File: config.mk
export PLATFORM = sky130hd
export DESIGN_NAME = hazard_scoreboard
export DESIGN_NICKNAME = d
export VERILOG_FILES = /design/src/rtl/hazard_pkg.sv /design/src/rtl/md_busy_ctr.sv /design/src/rtl/hazard_scoreboard.sv
export SDC_FILE = /design/constraint.sdc
export NUM_CORES = 1
export LEC_CHECK = 0
export ABC_CLOCK_PERIOD_IN_PS = 1650
export CORE_UTILIZATION = 30
export CTS_CLUSTER_DIAMETER = 30
export CTS_CLUSTER_SIZE = 40
export DETAILED_ROUTE_END_ITERATION = 8
export HOLD_SLACK_MARGIN = 0.06
export PLACE_DENSITY = 0.74
export SLEW_MARGIN = 10
export SYNTH_ARGS = -nofsm -noshare
export SYNTH_HDL_FRONTEND = slang
export SYNTH_SLANG_ARGS = --single-unit
File: constraint.sdc
create_clock -name clk -period 1.65 [get_ports clk]
set_input_delay 0.33 -clock clk [delete_from_list [all_inputs] [get_ports clk]]
set_output_delay 0.33 -clock clk [all_outputs]
set_load 0.01 [all_outputs]
File: src/rtl/hazard_pkg.sv
// hazard_pkg -- shared constants for the pipeline hazard scoreboard.
//
// Holds the forwarding-select encodings driven on fwd_a_e / fwd_b_e, the
// "operand not read" Tuse marker, and the Tnew/Tuse values each instruction
// class decodes to. The Tnew/Tuse constants are written at the default
// T_W of 2 bits; the scoreboard itself derives its own all-ones marker from
// T_W so it stays correct when T_W is widened.
//
// Ports: none (package).
package hazard_pkg;

    // Forwarding selects for the E-stage ALU operands.
    localparam logic [1:0] FWD_RF = 2'b00;  // register file value
    localparam logic [1:0] FWD_M  = 2'b01;  // M-stage result
    localparam logic [1:0] FWD_W  = 2'b10;  // W-stage result

    // All-ones Tuse: the D instruction does not read that operand.
    localparam logic [1:0] TUSE_NONE   = 2'b11;

    // Tuse per instruction class (cycles until the value is consumed).
    localparam logic [1:0] TUSE_BRANCH = 2'b00;  // compared in D
    localparam logic [1:0] TUSE_ALU    = 2'b01;  // consumed in E
    localparam logic [1:0] TUSE_STORE  = 2'b10;  // store data consumed in M

    // Tnew per instruction class, as seen while the producer sits in E.
    localparam logic [1:0] TNEW_NONE   = 2'b00;  // no result / bubble
    localparam logic [1:0] TNEW_ALU    = 2'b01;  // ready at end of E
    localparam logic [1:0] TNEW_LOAD   = 2'b10;  // ready at end of M

    function automatic int lat_max(input int a, input int b);
        return (a > b) ? a : b;
    endfunction

endpackage

File: src/rtl/md_busy_ctr.sv
// md_busy_ctr -- busy counter for the iterative multiply/divide unit.
//
// A start loads MUL_LAT or DIV_LAT; the count then falls by one each clock
// and parks at zero. busy is high while the count is non-zero, so a started
// operation reports busy for exactly MUL_LAT / DIV_LAT cycles. A start that
// arrives while busy is dropped and the running count carries on.
//
// Ports:
//   clk    in  clock
//   reset  in  asynchronous active-high reset (aborts any operation)
//   start  in  launch an operation this cycle
//   is_div in  1 = divide, 0 = multiply (sampled with start)
//   busy   out operation in progress
module md_busy_ctr
    import hazard_pkg::*;
#(
    parameter int MUL_LAT = 5,
    parameter int DIV_LAT = 10
) (
    input  logic clk,
    input  logic reset,
    input  logic start,
    input  logic is_div,
    output logic busy
);

    localparam int CW = $clog2(lat_max(MUL_LAT, DIV_LAT) + 1);

    logic [CW-1:0] cnt;

    always_ff @(posedge clk or posedge reset) begin
        if (reset) begin
            cnt <= '0;
        end else if (start && (cnt == '0)) begin
            cnt <= is_div ? CW'(DIV_LAT) : CW'(MUL_LAT);
        end else if (cnt != '0) begin
            cnt <= cnt - CW'(1);
        end
    end

    assign busy = (cnt != '0);

    // The decoder must never issue a new mult/div while one is running.
    a_no_start_while_busy: assert property (
        @(posedge clk) disable iff (reset) !(start && busy)
    );

endmodule

File: src/rtl/hazard_scoreboard.sv
// hazard_scoreboard -- Tnew/Tuse stall and forwarding control for a
// five-stage D/E/M/W pipeline.
//
// The only state is tnew_m (the remaining Tnew of the instruction now in M)
// and, when HAZARD_MD_EN is defined, the mult/div busy counter. Stall and
// all forwarding selects are combinational from the current inputs. The
// registers are never held on stall: the surrounding pipeline turns a
// stalled E slot into a bubble (E_regwrite=0, E_tnew=0).
//
// Configuration macro: HAZARD_MD_EN -- adds the mult/div busy counter and
// its D-stage stall. Without it md_busy is 0 and E_md_start, E_md_div and
// D_is_md are ignored.
//
// Ports:
//   clk, reset                    clock, asynchronous active-high reset
//   D_rs, D_rt, D_tuse_rs/_rt     D-stage sources and their Tuse
//   D_is_md                       D instruction touches mult/div/HI/LO
//   E_rs, E_rt, E_wra, E_regwrite E-stage sources and destination
//   E_tnew                        Tnew of the E instruction
//   E_md_start, E_md_div          launch mult (0) / div (1) from E
//   M_rt, M_wra, M_regwrite       M-stage store-data source and destination
//   W_wra, W_regwrite             W-stage destination
//   stall                         hold F/D, bubble E
//   fwd_rs_d, fwd_rt_d            D comparator takes the M result
//   fwd_a_e, fwd_b_e              E operand select (FWD_RF/FWD_M/FWD_W)
//   fwd_m                         M store data takes the W result
//   md_busy                       mult/div unit busy
module hazard_scoreboard
    import hazard_pkg::*;
#(
    parameter int REG_AW  = 5,
    parameter int T_W     = 2,
    parameter int MUL_LAT = 5,
    parameter int DIV_LAT = 10
) (
    input  logic              clk,
    input  logic              reset,
    input  logic [REG_AW-1:0] D_rs,
    input  logic [REG_AW-1:0] D_rt,
    input  logic [T_W-1:0]    D_tuse_rs,
    input  logic [T_W-1:0]    D_tuse_rt,
    input  logic              D_is_md,
    input  logic [REG_AW-1:0] E_rs,
    input  logic [REG_AW-1:0] E_rt,
    input  logic [REG_AW-1:0] E_wra,
    input  logic              E_regwrite,
    input  logic [T_W-1:0]    E_tnew,
    input  logic              E_md_start,
    input  logic              E_md_div,
    input  logic [REG_AW-1:0] M_rt,
    input  logic [REG_AW-1:0] M_wra,
    input  logic              M_regwrite,
    input  logic [REG_AW-1:0] W_wra,
    input  logic              W_regwrite,
    output logic              stall,
    output logic              fwd_rs_d,
    output logic              fwd_rt_d,
    output logic [1:0]        fwd_a_e,
    output logic [1:0]        fwd_b_e,
    output logic              fwd_m,
    output logic              md_busy
);

    localparam logic [T_W-1:0] TUSE_OFF = {T_W{1'b1}};

    // Register 0 is hard-wired, so it never produces a hazard.
    function automatic logic hit(input logic [REG_AW-1:0] src,
                                 input logic [REG_AW-1:0] wra,
                                 input logic              we);
        return (src != '0) && we && (src == wra);
    endfunction

    // Remaining Tnew of the instruction now in M: one cycle less than it
    // had in E, floored at zero. Loaded every edge; a bubble brings 0.
    logic [T_W-1:0] tnew_m;

    always_ff @(posedge clk or posedge reset) begin
        if (reset) begin
            tnew_m <= '0;
        end else begin
            tnew_m <= (E_tnew == '0) ? '0 : E_tnew - T_W'(1);
        end
    end

    logic rs_hit_e, rs_hit_m, rt_hit_e, rt_hit_m;
    logic rs_stall, rt_stall, data_stall;

    assign rs_hit_e = hit(D_rs, E_wra, E_regwrite);
    assign rs_hit_m = hit(D_rs, M_wra, M_regwrite);
    assign rt_hit_e = hit(D_rt, E_wra, E_regwrite);
    assign rt_hit_m = hit(D_rt, M_wra, M_regwrite);

    // A producer stalls the consumer only if its value arrives later than
    // the consumer needs it.
    assign rs_stall = (D_tuse_rs != TUSE_OFF) &&
                      ((rs_hit_e && (E_tnew > D_tuse_rs)) ||
                       (rs_hit_m && (tnew_m > D_tuse_rs)));
    assign rt_stall = (D_tuse_rt != TUSE_OFF) &&
                      ((rt_hit_e && (E_tnew > D_tuse_rt)) ||
                       (rt_hit_m && (tnew_m > D_tuse_rt)));
    assign data_stall = rs_stall || rt_stall;

    // D-stage forwarding: only a finished M result can feed the comparator.
    assign fwd_rs_d = rs_hit_m && (tnew_m == '0);
    assign fwd_rt_d = rt_hit_m && (tnew_m == '0);

    // E-stage operand selects; the younger M result wins over W.
    always_comb begin
        fwd_a_e = FWD_RF;
        if (hit(E_rs, M_wra, M_regwrite) && (tnew_m == '0)) begin
            fwd_a_e = FWD_M;
        end else if (hit(E_rs, W_wra, W_regwrite)) begin
            fwd_a_e = FWD_W;
        end
    end

    always_comb begin
        fwd_b_e = FWD_RF;
        if (hit(E_rt, M_wra, M_regwrite) && (tnew_m == '0)) begin
            fwd_b_e = FWD_M;
        end else if (hit(E_rt, W_wra, W_regwrite)) begin
            fwd_b_e = FWD_W;
        end
    end

    // Store data in M picks up a result being written back this cycle.
    assign fwd_m = hit(M_rt, W_wra, W_regwrite);

`ifdef HAZARD_MD_EN
    md_busy_ctr #(
        .MUL_LAT (MUL_LAT),
        .DIV_LAT (DIV_LAT)
    ) u_md_busy_ctr (
        .clk    (clk),
        .reset  (reset),
        .start  (E_md_start),
        .is_div (E_md_div),
        .busy   (md_busy)
    );

    // A start in E is not yet visible as busy, so it stalls too.
    logic md_stall;
    assign md_stall = D_is_md && (md_busy || E_md_start);
    assign stall    = data_stall || md_stall;
`else
    logic md_inputs_unused;
    assign md_inputs_unused = ^{E_md_start, E_md_div, D_is_md};
    assign md_busy = 1'b0;
    assign stall   = data_stall;
`endif

endmodule

; ---- After elaboration in Yosys (flattened, before gate mapping)
; Cells that the tools add are included.
; W data, S select, Z words.
[word_totals]
output_inout_bits = 9
input_bits = 54
reg_bits = 2
[op_classes]
add_sub_neg = 1
reduce_logical = 38
n_eq_ne = 11
n_lt_le_gt_ge = 4
n_mux = 5
[op_table]
columns = op, count
row1 = $eq A5 B5 Y1, 9
row2 = $logic_and A1 B1 Y1, 28
row3 = $reduce_bool A5 Y1, 5
row4 = $mux W2, 5
row5 = $gt A2 B2 Y1, 4
row6 = $logic_not A2 Y1, 2
row7 = $ne A2 B2 Y1 const B, 2
row8 = $logic_or A1 B1 Y1, 3
row9 = $sub A2 B1 Y2 const B, 1

; ---- Depth between registers and ports, before layout
; Gate-level depths: netlist of run 1.
[depth]
word_depth = 7
mapped_depth = 6
mapped_depth_nobuf = 6

; ---- Worst setup path after synthesis of run 1
; OpenSTA, ideal clock, no wires.
[synth_path]
path_type = input -> output
start = in E_rs[1]
end = out fwd_a_e[1]
required_time_ps = 1320
arrival_time_ps = 1393
path_buffers = 0
setup_slack_ps = -73
cell_stages = 4
cell_sequence = or4_4 > nor2_4 > nor4_2 > nor4_2
[synth_between]
elab_chain_cells = 5
elab_cells_between_ends = 10
[synth_lines]
columns = item, line
row1 = from (decl), hazard_scoreboard.sv:43  ; input logic [REG_AW-1:0] E_rs,
row2 = $reduce_bool A5 Y1, hazard_scoreboard.sv:70  ; return (src != '0) && we && (src == wra);
row3 = $logic_and A1 B1 Y1 (2 in a row), hazard_scoreboard.sv:70
row4 = $mux W2 / $logic_and A1 B1 Y1 (equally long branches), "hazard_scoreboard.sv:112, hazard_scoreboard.sv:110"
row5 = $mux W2 (*), hazard_scoreboard.sv:110  ; if (hit(E_rs, M_wra, M_regwrite) && (tnew_m == '0)) begin
row6 = to (decl), hazard_scoreboard.sv:58  ; output logic [1:0] fwd_a_e,
; Mark *: on every way between the ends. The rest lies on a longest branch, timed or not.

; ---- Worst setup path in the final report of run 1
[layout_path]
start = reg tnew_m[1]
end = out fwd_a_e[1]
[layout_between]
elab_chain_cells = 3
[layout_lines]
columns = item, line
row1 = from (decl), hazard_scoreboard.sv:75  ; logic [T_W-1:0] tnew_m;
row2 = from (signal assigned), hazard_scoreboard.sv:81  ; tnew_m <= (E_tnew == '0) ? '0 : E_tnew - T_W'(1);
row3 = $logic_not A2 Y1, hazard_scoreboard.sv:110
row4 = $logic_and A1 B1 Y1, hazard_scoreboard.sv:110
row5 = $mux W2, hazard_scoreboard.sv:110
; Every way passes these cells.

==> summary.md, run 1 <==
- finished with violations — result of the run
- DRC, setup timing — violations in the final reports
- 0 — Hold Violations, Final
- 58 — number of buffers inserted by port buffering
- 0 — count of flip-flops with a built-in enable after synthesis
- 2 — Largest register FFs
- 14.27 um — routed length per instance
- simple AND/OR/NAND/NOR gates — gate family responsible for the most delay along the worst path
- 2 — clock net sink count
- 7 — WP depth
- 0 — GRT Residual Overflow
- -951.9 ps — Worst Setup Slack post-DPL
- 246 — filler instances
- 0.2758 — fraction of post-synthesis cell area in the top cell type by area
- 0.3666 — sw frac
- 2 — number of synthesized register bits
- 57.41 um — overall die width
- 312.6 mW/mm^2 — Cell Pwr Density
- yes — unrepaired setup endpoints after global routing
- 30 ps — Reg clk slew, reported paths
- 2 — count of buffer and inverter cells on the critical path
- 0.096 — fraction of power consumed by sequential logic
- 0 — max-cap violation count
- 277 — total number of nets in the final design
- 5.041 — via/cell ratio
- buf_4 (36), xnor2_1 (29), buf_2 (18), clkbuf_2 (14), xor2_1 (13) — top library cells by usage in the layout, fill and taps aside
- 506.9 MHz — highest clock frequency the design can meet
- dfrtp_2 — standard cell with the maximum stage delay on the critical path
- 0.05435 — Seq/Total Area, Yosys
- 0.182 — Clk network pwr share
- 1.000 — async set-reset flop share out of synthesis
- 1320 ps — data required time of the critical path
- flip-flop — Worst setup SP type
- 0 — number of diodes added for antenna fixing
- 51.30 um^2 — FF+latch area
- 63 — Ports
- 0.2133 — overall fraction of global-route tracks in use
- 177 — net count of the mapped netlist
- 0 — hold-fix buffers at CTS
- clkbuf_4 — clock tree root driver cell
- 369.4 uW — Int Power
- 3483 um — Post-Route WL
- buf_4 — most common cell after layout, fill and taps aside
- 26 — count of cell types in the netlist
- 102.6% — growth of design area from synthesis to finish
- 1332 — via count of the first global-routing pass
- 19 — floorplan row count
- 2827 um — Detail Placement HPWL
- tnew_m x2 — biggest regs
- 0.722 — Gate power share
- 3 — number of buffers inserted during clock tree synthesis
- nor4_4 — most prevalent standard cell on the critical path
- output pin — crit end category
- 0 — max-slew violation total from the final report
- 440 ps — CP peak stage delay
- 5 — pin count of the biggest net entering global routing
- 0.1595 mV — maximum resistive drop on vdd
- 1973 ps — Period minus WS final
- 583.2 uW — overall power consumption
- 44 — drt first-iter violations
- 8.008 um^2 — Synth Area per Inst
- 1640 ps — worst endpoint data arrival time
- 1230 — routed vias
- 0 — initial antenna violation count
- 213.8 uW — switching component of the power
- 3 — largest fanout of any net on the critical path
- 1.196 — share of the clock period used by the worst path
- 0.002829 mm^2 — core outline area
- 0.0008350 uW — LEAKAGE
- done — clock tree from TritonCTS
- 0 — total number of yosys warnings
- 0.9602 — Final Wtd Congestion
- 0.003295 mm^2 — floorplan die area
- 0.5164 — ratio of cells with drive above 1 in the final layout
- -322.7 ps — crit path setup slack, layout
- flip-flop to output pin — kind of critical path
- 920.9 um^2 — post-synthesis instance area
- xnor2_1 (28%), xor2_1 (14%), ha_1 (11%) — top area cells in the synthesized netlist
- 5568 um — first-pass GRT wire length
- 0 — number of antenna-violating nets in the routed design
- xnor2_1 — post-synthesis cell type with the largest combined area
- nor2_2 -> and2_4 -> nand4_1 -> nor4_4 -> buf_4 -> nor4_4 -> buf_2 — list of cells traversed by the critical path
- 115 — post-synthesis instance total
- 0.3255 — starting density of the core
- 6 — number of iterations in the first detailed-routing pass
- 7 — final setup fails
- 4 — DRC Markers
- 57.41 um — die height
- 985.9 um^2 — area used by multi-input combinational logic
- 1 — # H-tree levels
- primary input to async pin — class of the tightest hold or removal check
- 2 — Max Buffers Root-to-Sink
- tnew_m — Biggest register
- dfrtp_1 — most frequently used flop master after synthesis
per-stage QoR:
step	hold slack [ps]	util	area (um^2)	instances	setup TNS [ps]
floorplan	71.18	-	920.9	115	-74.80
global placement	488.2	0.6307	1784	236	-6772
detailed placement	503.1	0.6307	1784	236	-6940
CTS	261.3	0.6378	1804	242	-1875
global route	283.4	0.6594	1866	244	-1983
finish	262.5	0.6594	1866	244	-1474
power groups by stage:
stage                     clock [uW]  combinational, uW  sequential, uW
final                            106                421            56.2
after global routing             118                455            56.4
after CTS                        112                397            54.9
after detailed placement           0                409            55.0
after global placement             0                396            54.8
after floorplan                    0                155            53.7
cell usage after synthesis, drive strengths merged (2+ instances only):
| library cell | n |
|---|---|
| nand3 | 4 |
| o2111ai | 2 |
| nor4 | 6 |
| nand4 | 4 |
| nor2b | 5 |
| o211ai | 2 |
| ha | 8 |
| o22ai | 2 |
| or4 | 4 |
| nor3 | 5 |
| xor2 | 15 |
| and2 | 2 |
| nand2 | 5 |
| dfrtp | 2 |
| a21oi | 5 |
| xnor2 | 29 |
| inv | 5 |
| nor2 | 5 |
how the worst max path moves through the flow:
stage                       to    startpoint  slack (ps)
global route        fwd_a_e[1]     tnew_m[1]        -410
CTS                 fwd_a_e[1]       E_rs[4]        -400
global placement    fwd_b_e[1]       E_rt[1]        -950
floorplan           fwd_a_e[1]       E_rs[1]         -40
finish              fwd_a_e[1]     tnew_m[1]        -320
detailed placement       stall  D_tuse_rs[1]        -950
cell type report:
class	count	share of cell area
multi-input cells	106	0.5285
repair buffers	97	0.4011
flip-flops and latches	2	0.02750
well taps	31	0.02079
clock buffers	3	0.01207
inverters	5	0.01006
metal layers:
metal	global-route usage	wire, um	up-vias
met5	0	0	-
met4	0.08014	42	0
met3	0.02948	231	4
met2	0.4385	2005	52
met1	0.2093	1203	573
li1	-	-	601
repair_timing:
action	CTS	global route
gates cloned	0	0
setup endpoints to repair	8	8
gates resized for setup	150	52
buffers inserted	3	2
pin swaps	30	26
kinds of logic (layout without fill, tap and decap cells):
family	after synthesis	after routing	synth area share
AO/OA/AOI/OAI	12	12	0.08559
XOR/XNOR	44	44	0.4185
adder cells (fa/ha/maj)	8	8	0.1087
buffers and inverters	7	105	0.03261
flip-flops	2	2	0.05435
other	1	1	0.004072
AND/OR/NAND/NOR	41	41	0.2962
No activity file was read; power rests on OpenSTA's default activity.
==> inputs of run 2 (changes only) <==
--- a/config.mk
+++ b/config.mk
@@ -12,7 +12,7 @@
 export DETAILED_ROUTE_END_ITERATION = 8
 export HOLD_SLACK_MARGIN = 0.06
 export PLACE_DENSITY = 0.74
-export SLEW_MARGIN = 10
+export SETUP_SLACK_MARGIN = 0.5
 export SYNTH_ARGS = -nofsm -noshare
 export SYNTH_HDL_FRONTEND = slang
 export SYNTH_SLANG_ARGS = --single-unit
==> run 2 against run 1 <==
The run still ends with DRC, setup timing left. Die area is the same. Sequential cell count unchanged. Clock-buffer cell count stayed put. Clock power about the same. Sequential share of layout area is 0.18 points lower. Core utilization increased by 4.7 points. Worst setup slack worse by 45 ps. First-iteration DRC count shrank 20%. Sequential power about the same. Global-route usage rose by 2.3 points. Routed wire length up 10%. Via count is 4.0% higher. Critical path type unchanged. Critical endpoint is now stall. Highest routed layer unchanged.
==> summary.md, run 2 (synthesis results as in run 1) <==
- finished with violations — result of the run
- DRC, setup timing — violations in the final reports
- 3 — largest fanout of any net on the critical path, unchanged
- 1279 — routed vias, +4.0%
- flip-flop to output pin — kind of critical path
- 57.41 um — die height, unchanged
- 0.003295 mm^2 — floorplan die area, unchanged
- 0.3255 — starting density of the core, unchanged
- 0 — GRT Residual Overflow, unchanged
- 57.41 um — overall die width, unchanged
- 2945 um — Detail Placement HPWL, +4.2%
- 117.0% — growth of design area from synthesis to finish
- buf_4 — most common cell after layout, fill and taps aside
- 0.5662 — ratio of cells with drive above 1 in the final layout, +0.04978
- 35 — drt first-iter violations, -20%
- -367.4 ps — crit path setup slack, layout, -44.74 ps
- 1 — # H-tree levels, unchanged
- 495.7 MHz — highest clock frequency the design can meet, -2.2%
- 2017 ps — Period minus WS final, +44.74 ps
- 51.30 um^2 — FF+latch area, unchanged
- done — clock tree from TritonCTS
- 58 — number of buffers inserted by port buffering, unchanged
- 1690 ps — worst endpoint data arrival time, +50 ps
- 312.4 mW/mm^2 — Cell Pwr Density, about the same
- 15.36 um — routed length per instance, +7.6%
- 63 — Ports, unchanged
- 19 — floorplan row count, unchanged
- 0 — number of antenna-violating nets in the routed design, unchanged
- 0.2365 — overall fraction of global-route tracks in use, +0.02318
- 0.1905 mV — maximum resistive drop on vdd, +19%
- 450 ps — CP peak stage delay, about the same
- 3840 um — Post-Route WL, +10%
- 250 — number of non-filler instances in the completed layout, +2.5%
- 1 — count of buffer and inverter cells on the critical path, -1
- 283 — total number of nets in the final design, +2.2%
- 0 — number of diodes added for antenna fixing, unchanged
- 2 — clock net sink count, unchanged
- yes — unrepaired setup endpoints after global routing
- 0 — Hold Violations, Final, unchanged
- 0.9225 — Final Wtd Congestion, -3.9%
- 0 — max-slew violation total from the final report, unchanged
- 2 — Max Buffers Root-to-Sink, unchanged
- 0 — initial antenna violation count, unchanged
- 0 — max-cap violation count, unchanged
- 0 — hold-fix buffers at CTS, unchanged
- 259.7 ps — Fin Hold WS, -2.796 ps
- -966.3 ps — Worst Setup Slack post-DPL, -14.43 ps
- compound AO/OA/AOI/OAI gates — gate family responsible for the most delay along the worst path
- 4 — DRC Markers, unchanged
- 0.001042 mm^2 — area used by multi-input combinational logic, +5.7%
- 0.002829 mm^2 — core outline area, unchanged
- 5 — pin count of the biggest net entering global routing, unchanged
- 6023 um — first-pass GRT wire length, +8.2%
- ha_4 -> nor2b_1 -> o211ai_1 -> o22ai_1 -> a22o_1 -> buf_2 — list of cells traversed by the critical path
- 3 — number of buffers inserted during clock tree synthesis, unchanged
- output pin — crit end category
- primary input to async pin — class of the tightest hold or removal check
- 5.116 — via/cell ratio, +1.5%
- 1320 ps — data required time of the critical path, about the same
- 7 — final setup fails, unchanged
- 1.223 — share of the clock period used by the worst path, +0.02712
- flip-flop — Worst setup SP type
- 1462 — via count of the first global-routing pass, +9.8%
- 237 — post-placement cell count, +0.42%
- buf_4 (38), xnor2_1 (25), buf_2 (21), buf_6 (18), xor2_1 (12) — top library cells by usage in the layout, fill and taps aside
- tnew_m — Biggest register
- clkbuf_4 — clock tree root driver cell
- 0.0008787 uW — LEAKAGE, +5.2%
- 2 — Largest register FFs, unchanged
- 624.3 uW — overall power consumption, +7.1%
- 230 — filler instances, -6.5%
- 30 ps — Reg clk slew, reported paths, about the same
- dfrtp_2 — standard cell with the maximum stage delay on the critical path
- 5 — number of iterations in the first detailed-routing pass, -1
- tnew_m x2 — biggest regs
[run 2: layout make-up]
type,count,share of cell area
sequential,2,0.02567
clock buffer,3,0.01127
inverter,5,0.009393
tap,31,0.01941
multi-input combinational,106,0.5216
timing repair buffer,103,0.4126
[run 2: what timing repair did]
| item | 4_1_cts | 5_1_grt |
|---|---|---|
| buffers inserted | 8 | 2 |
| pin swaps | 29 | 20 |
| endpoints found under the setup margin | 8 | 8 |
| resized for setup | 198 | 21 |
[run 2: where the power goes]
group | total (uW) | switching, uW | leakage, uW | internal [uW]
Sequential | 56.4 | 4.18 | 0.0000244 | 52.2
Clock | 106 | 26.2 | 0.0000138 | 80.1
Combinational | 462 | 201 | 0.000840 | 261
[run 2: final timing paths]
| check | from | to | slack (ps) | depth (start not counted) |
|---|---|---|---|---|
| max | tnew_m[1] | stall | -370 | 6 |
| min | reset | tnew_m[1] | 260 | 2 |
| max in group asynchronous | reset | tnew_m[1] | 1270 | 2 |
| min in group clk | E_tnew[1] | tnew_m[1] | 410 | 2 |
[run 2: stage by stage]
step | utilization | area, um^2 | TNS, ps
floorplan | - | 960.9 | -74.80
global placement | 0.6471 | 1831 | -6735
detailed placement | 0.6471 | 1831 | -6812
CTS | 0.6864 | 1942 | -1906
global route | 0.7063 | 1998 | -2143
finish | 0.7063 | 1998 | -1695
[run 2: layer usage]
metal / wire length, um / global-route usage / vias up
met5: 0 / 0 / -
met4: 95 / 0.1010 / 0
met3: 202 / 0.02494 / 10
met2: 2239 / 0.5050 / 54
met1: 1303 / 0.2164 / 598
li1: - / - / 617
==> inputs of run 3 (changes only) <==
--- a/config.mk
+++ b/config.mk
@@ -5,7 +5,7 @@
 export SDC_FILE = /design/constraint.sdc
 export NUM_CORES = 1
 export LEC_CHECK = 0
-export ABC_CLOCK_PERIOD_IN_PS = 1650
+export ABC_CLOCK_PERIOD_IN_PS = 1900
 export CORE_UTILIZATION = 30
 export CTS_CLUSTER_DIAMETER = 30
 export CTS_CLUSTER_SIZE = 40
==> constraint.sdc (replaced) <==
create_clock -name clk -period 1.9 [get_ports clk]
set_input_delay 0.38 -clock clk [delete_from_list [all_inputs] [get_ports clk]]
set_output_delay 0.38 -clock clk [all_outputs]
set_load 0.01 [all_outputs]
==> run 3 against run 2 <==
The run still ends with DRC, setup timing left. Sequential power down 16%. Combinational power down 17%. Worst hold slack better by 55 ps. Die area unchanged. Routed wire length down 11%. Worst setup slack better by 87 ps. Sequential cell count unchanged. Cell count down 1.6%. Design area down 1.3%. Critical path type unchanged. Highest routed layer unchanged.
==> summary.md, run 3 (synthesis results as in run 1) <==
- met4 — Top Metal Used
- 0 — GRT Residual Overflow, unchanged
- 4.980 — via/cell ratio, -2.7%
- 7 — number of iterations in the first detailed-routing pass, +2
- clkbuf_4 — clock tree root driver cell
- yes — unrepaired setup endpoints after global routing
- buf_6 -> ha_4 -> nor2b_4 -> o211ai_1 -> o22ai_1 -> a22o_1 -> buf_2 — list of cells traversed by the critical path
- 23 — drt first-iter violations, -34%
- 0.3255 — starting density of the core, unchanged
- 0 — initial antenna violation count, unchanged
- 30 ps — Reg clk slew, reported paths, about the same
- 0.0008812 uW — LEAKAGE, +0.28%
- 13.85 um — routed length per instance, -9.9%
- 0.002829 mm^2 — core outline area, unchanged
- 0 — max-cap violation count, unchanged
- 1340 — via count of the first global-routing pass, -8.3%
- 1520 ps — data required time of the critical path, +200 ps
- 1 — # H-tree levels, unchanged
- 0.2128 — overall fraction of global-route tracks in use, -0.02365
- 268 um — routed wire length on met3, +33%
- 0.1214 mV — maximum resistive drop on vdd, -36%
- 410 ps — CP peak stage delay, -40 ps
- tnew_m — Biggest register
- compound AO/OA/AOI/OAI gates — gate family responsible for the most delay along the worst path
- -280.2 ps — crit path setup slack, layout, +87.20 ps
- 458.7 MHz — highest clock frequency the design can meet
- 0 — number of diodes added for antenna fixing, unchanged
- 0.003295 mm^2 — floorplan die area, unchanged
- 2 — clock net sink count, unchanged
- tnew_m x2 — biggest regs
- 3 — number of buffers inserted during clock tree synthesis, unchanged
- 0 — number of antenna-violating nets in the routed design, unchanged
- primary input to async pin — class of the tightest hold or removal check
- 3 — DRC Markers, -1
- 2796 um — Detail Placement HPWL, -5.0%
- 57.41 um — die height, unchanged
- 269.5 mW/mm^2 — Cell Pwr Density, -14%
- 58 — number of buffers inserted by port buffering, unchanged
- 5430 um — first-pass GRT wire length, -9.8%
- -569.6 ps — Fin Setup TNS, +1125 ps
- -842.8 ps — Worst Setup Slack post-DPL, +123.5 ps
- 0 — max-slew violation total from the final report, unchanged
- buf_4 (36), xnor2_1 (26), buf_2 (18), buf_6 (18), xor2_1 (11) — top library cells by usage in the layout, fill and taps aside
- finished with violations — result of the run
- 0 — hold-fix buffers at CTS, unchanged
- 2 — count of buffer and inverter cells on the critical path, +1
- done — clock tree from TritonCTS
- 1873 um — total met2 wirelength after detailed routing, -16%
- DRC, setup timing — violations in the final reports
- 5 — pin count of the biggest net entering global routing, unchanged
- 234 — filler instances, +1.7%
- 1.147 — share of the clock period used by the worst path
- 114.1% — growth of design area from synthesis to finish
- 0 — Hold Violations, Final, unchanged
- flip-flop to output pin — kind of critical path
- dfrtp_1 — standard cell with the maximum stage delay on the critical path
- buf_4 — most common cell after layout, fill and taps aside
- output pin — crit end category
- 63 — Ports, unchanged
- 0.5302 — ratio of cells with drive above 1 in the final layout, -0.03598
- 19 — floorplan row count, unchanged
- 2 — Largest register FFs, unchanged
- 0.8582 — Final Wtd Congestion, -7.0%
- 3 — largest fanout of any net on the critical path, unchanged
- 1225 — routed vias, -4.2%
- 5 — final setup fails, -2
- 279 — total number of nets in the final design, -1.4%
- 2 — Max Buffers Root-to-Sink, unchanged
- 2180 ps — Period minus WS final
- 57.41 um — overall die width, unchanged
- flip-flop — Worst setup SP type
- 1179 um — routed metal-1 wire length, -9.5%
- 1800 ps — worst endpoint data arrival time, +110 ps
- 3406 um — Post-Route WL, -11%
[run 3: metrics by stage]
stage                     utilization  instance area (um^2)  cells  power (uW)  hold slack (ps)
after floorplan                     -                 978.4    115       188.1            121.2
after global placement         0.6457                  1827    234       398.4            541.2
after detailed placement       0.6457                  1827    234       409.7            567.7
after CTS                      0.6727                  1903    244       516.5            320.4
after global routing           0.6970                  1972    246       565.3            326.3
final                          0.6970                  1972    246       531.3            315.0
[run 3: where the power goes]
part | internal, uW | switching, uW | total [uW]
Clock | 70.1 | 29.5 | 99.6
Sequential | 45.1 | 2.30 | 47.4
Combinational | 224 | 161 | 384
[run 3: worst max-delay path by stage]
stage,from,to,depth (start not counted)
after floorplan,E_rs[1],fwd_a_e[1],4
after global placement,E_rs[1],fwd_a_e[1],6
after detailed placement,E_rs[1],fwd_a_e[1],6
after CTS,tnew_m[1],stall,7
after global routing,tnew_m[1],stall,7
final,tnew_m[1],stall,7
[run 3: layer usage]
metal  up-vias  track usage
met1       558       0.2038
met3        10      0.03855
met2        55       0.4336
met5         -            0
met4         0      0.08711
li1        602            -
[run 3: what timing repair did]
item                       4_1_cts  5_1_grt
setup endpoints to repair        8        8
gates resized for setup        195       20
buffers inserted                 7        2
pin swaps                       32       23
[run 3: area by class of cell]
type	instances	area, um^2	area share
Sequential cell	2	50.05	0.02538
Tap cell	31	38.79	0.01967
Inverter	5	18.77	0.009518
Multi-Input combinational cell	106	1006	0.5102
Timing Repair Buffer	99	835.8	0.4239
Clock buffer	3	22.52	0.01142
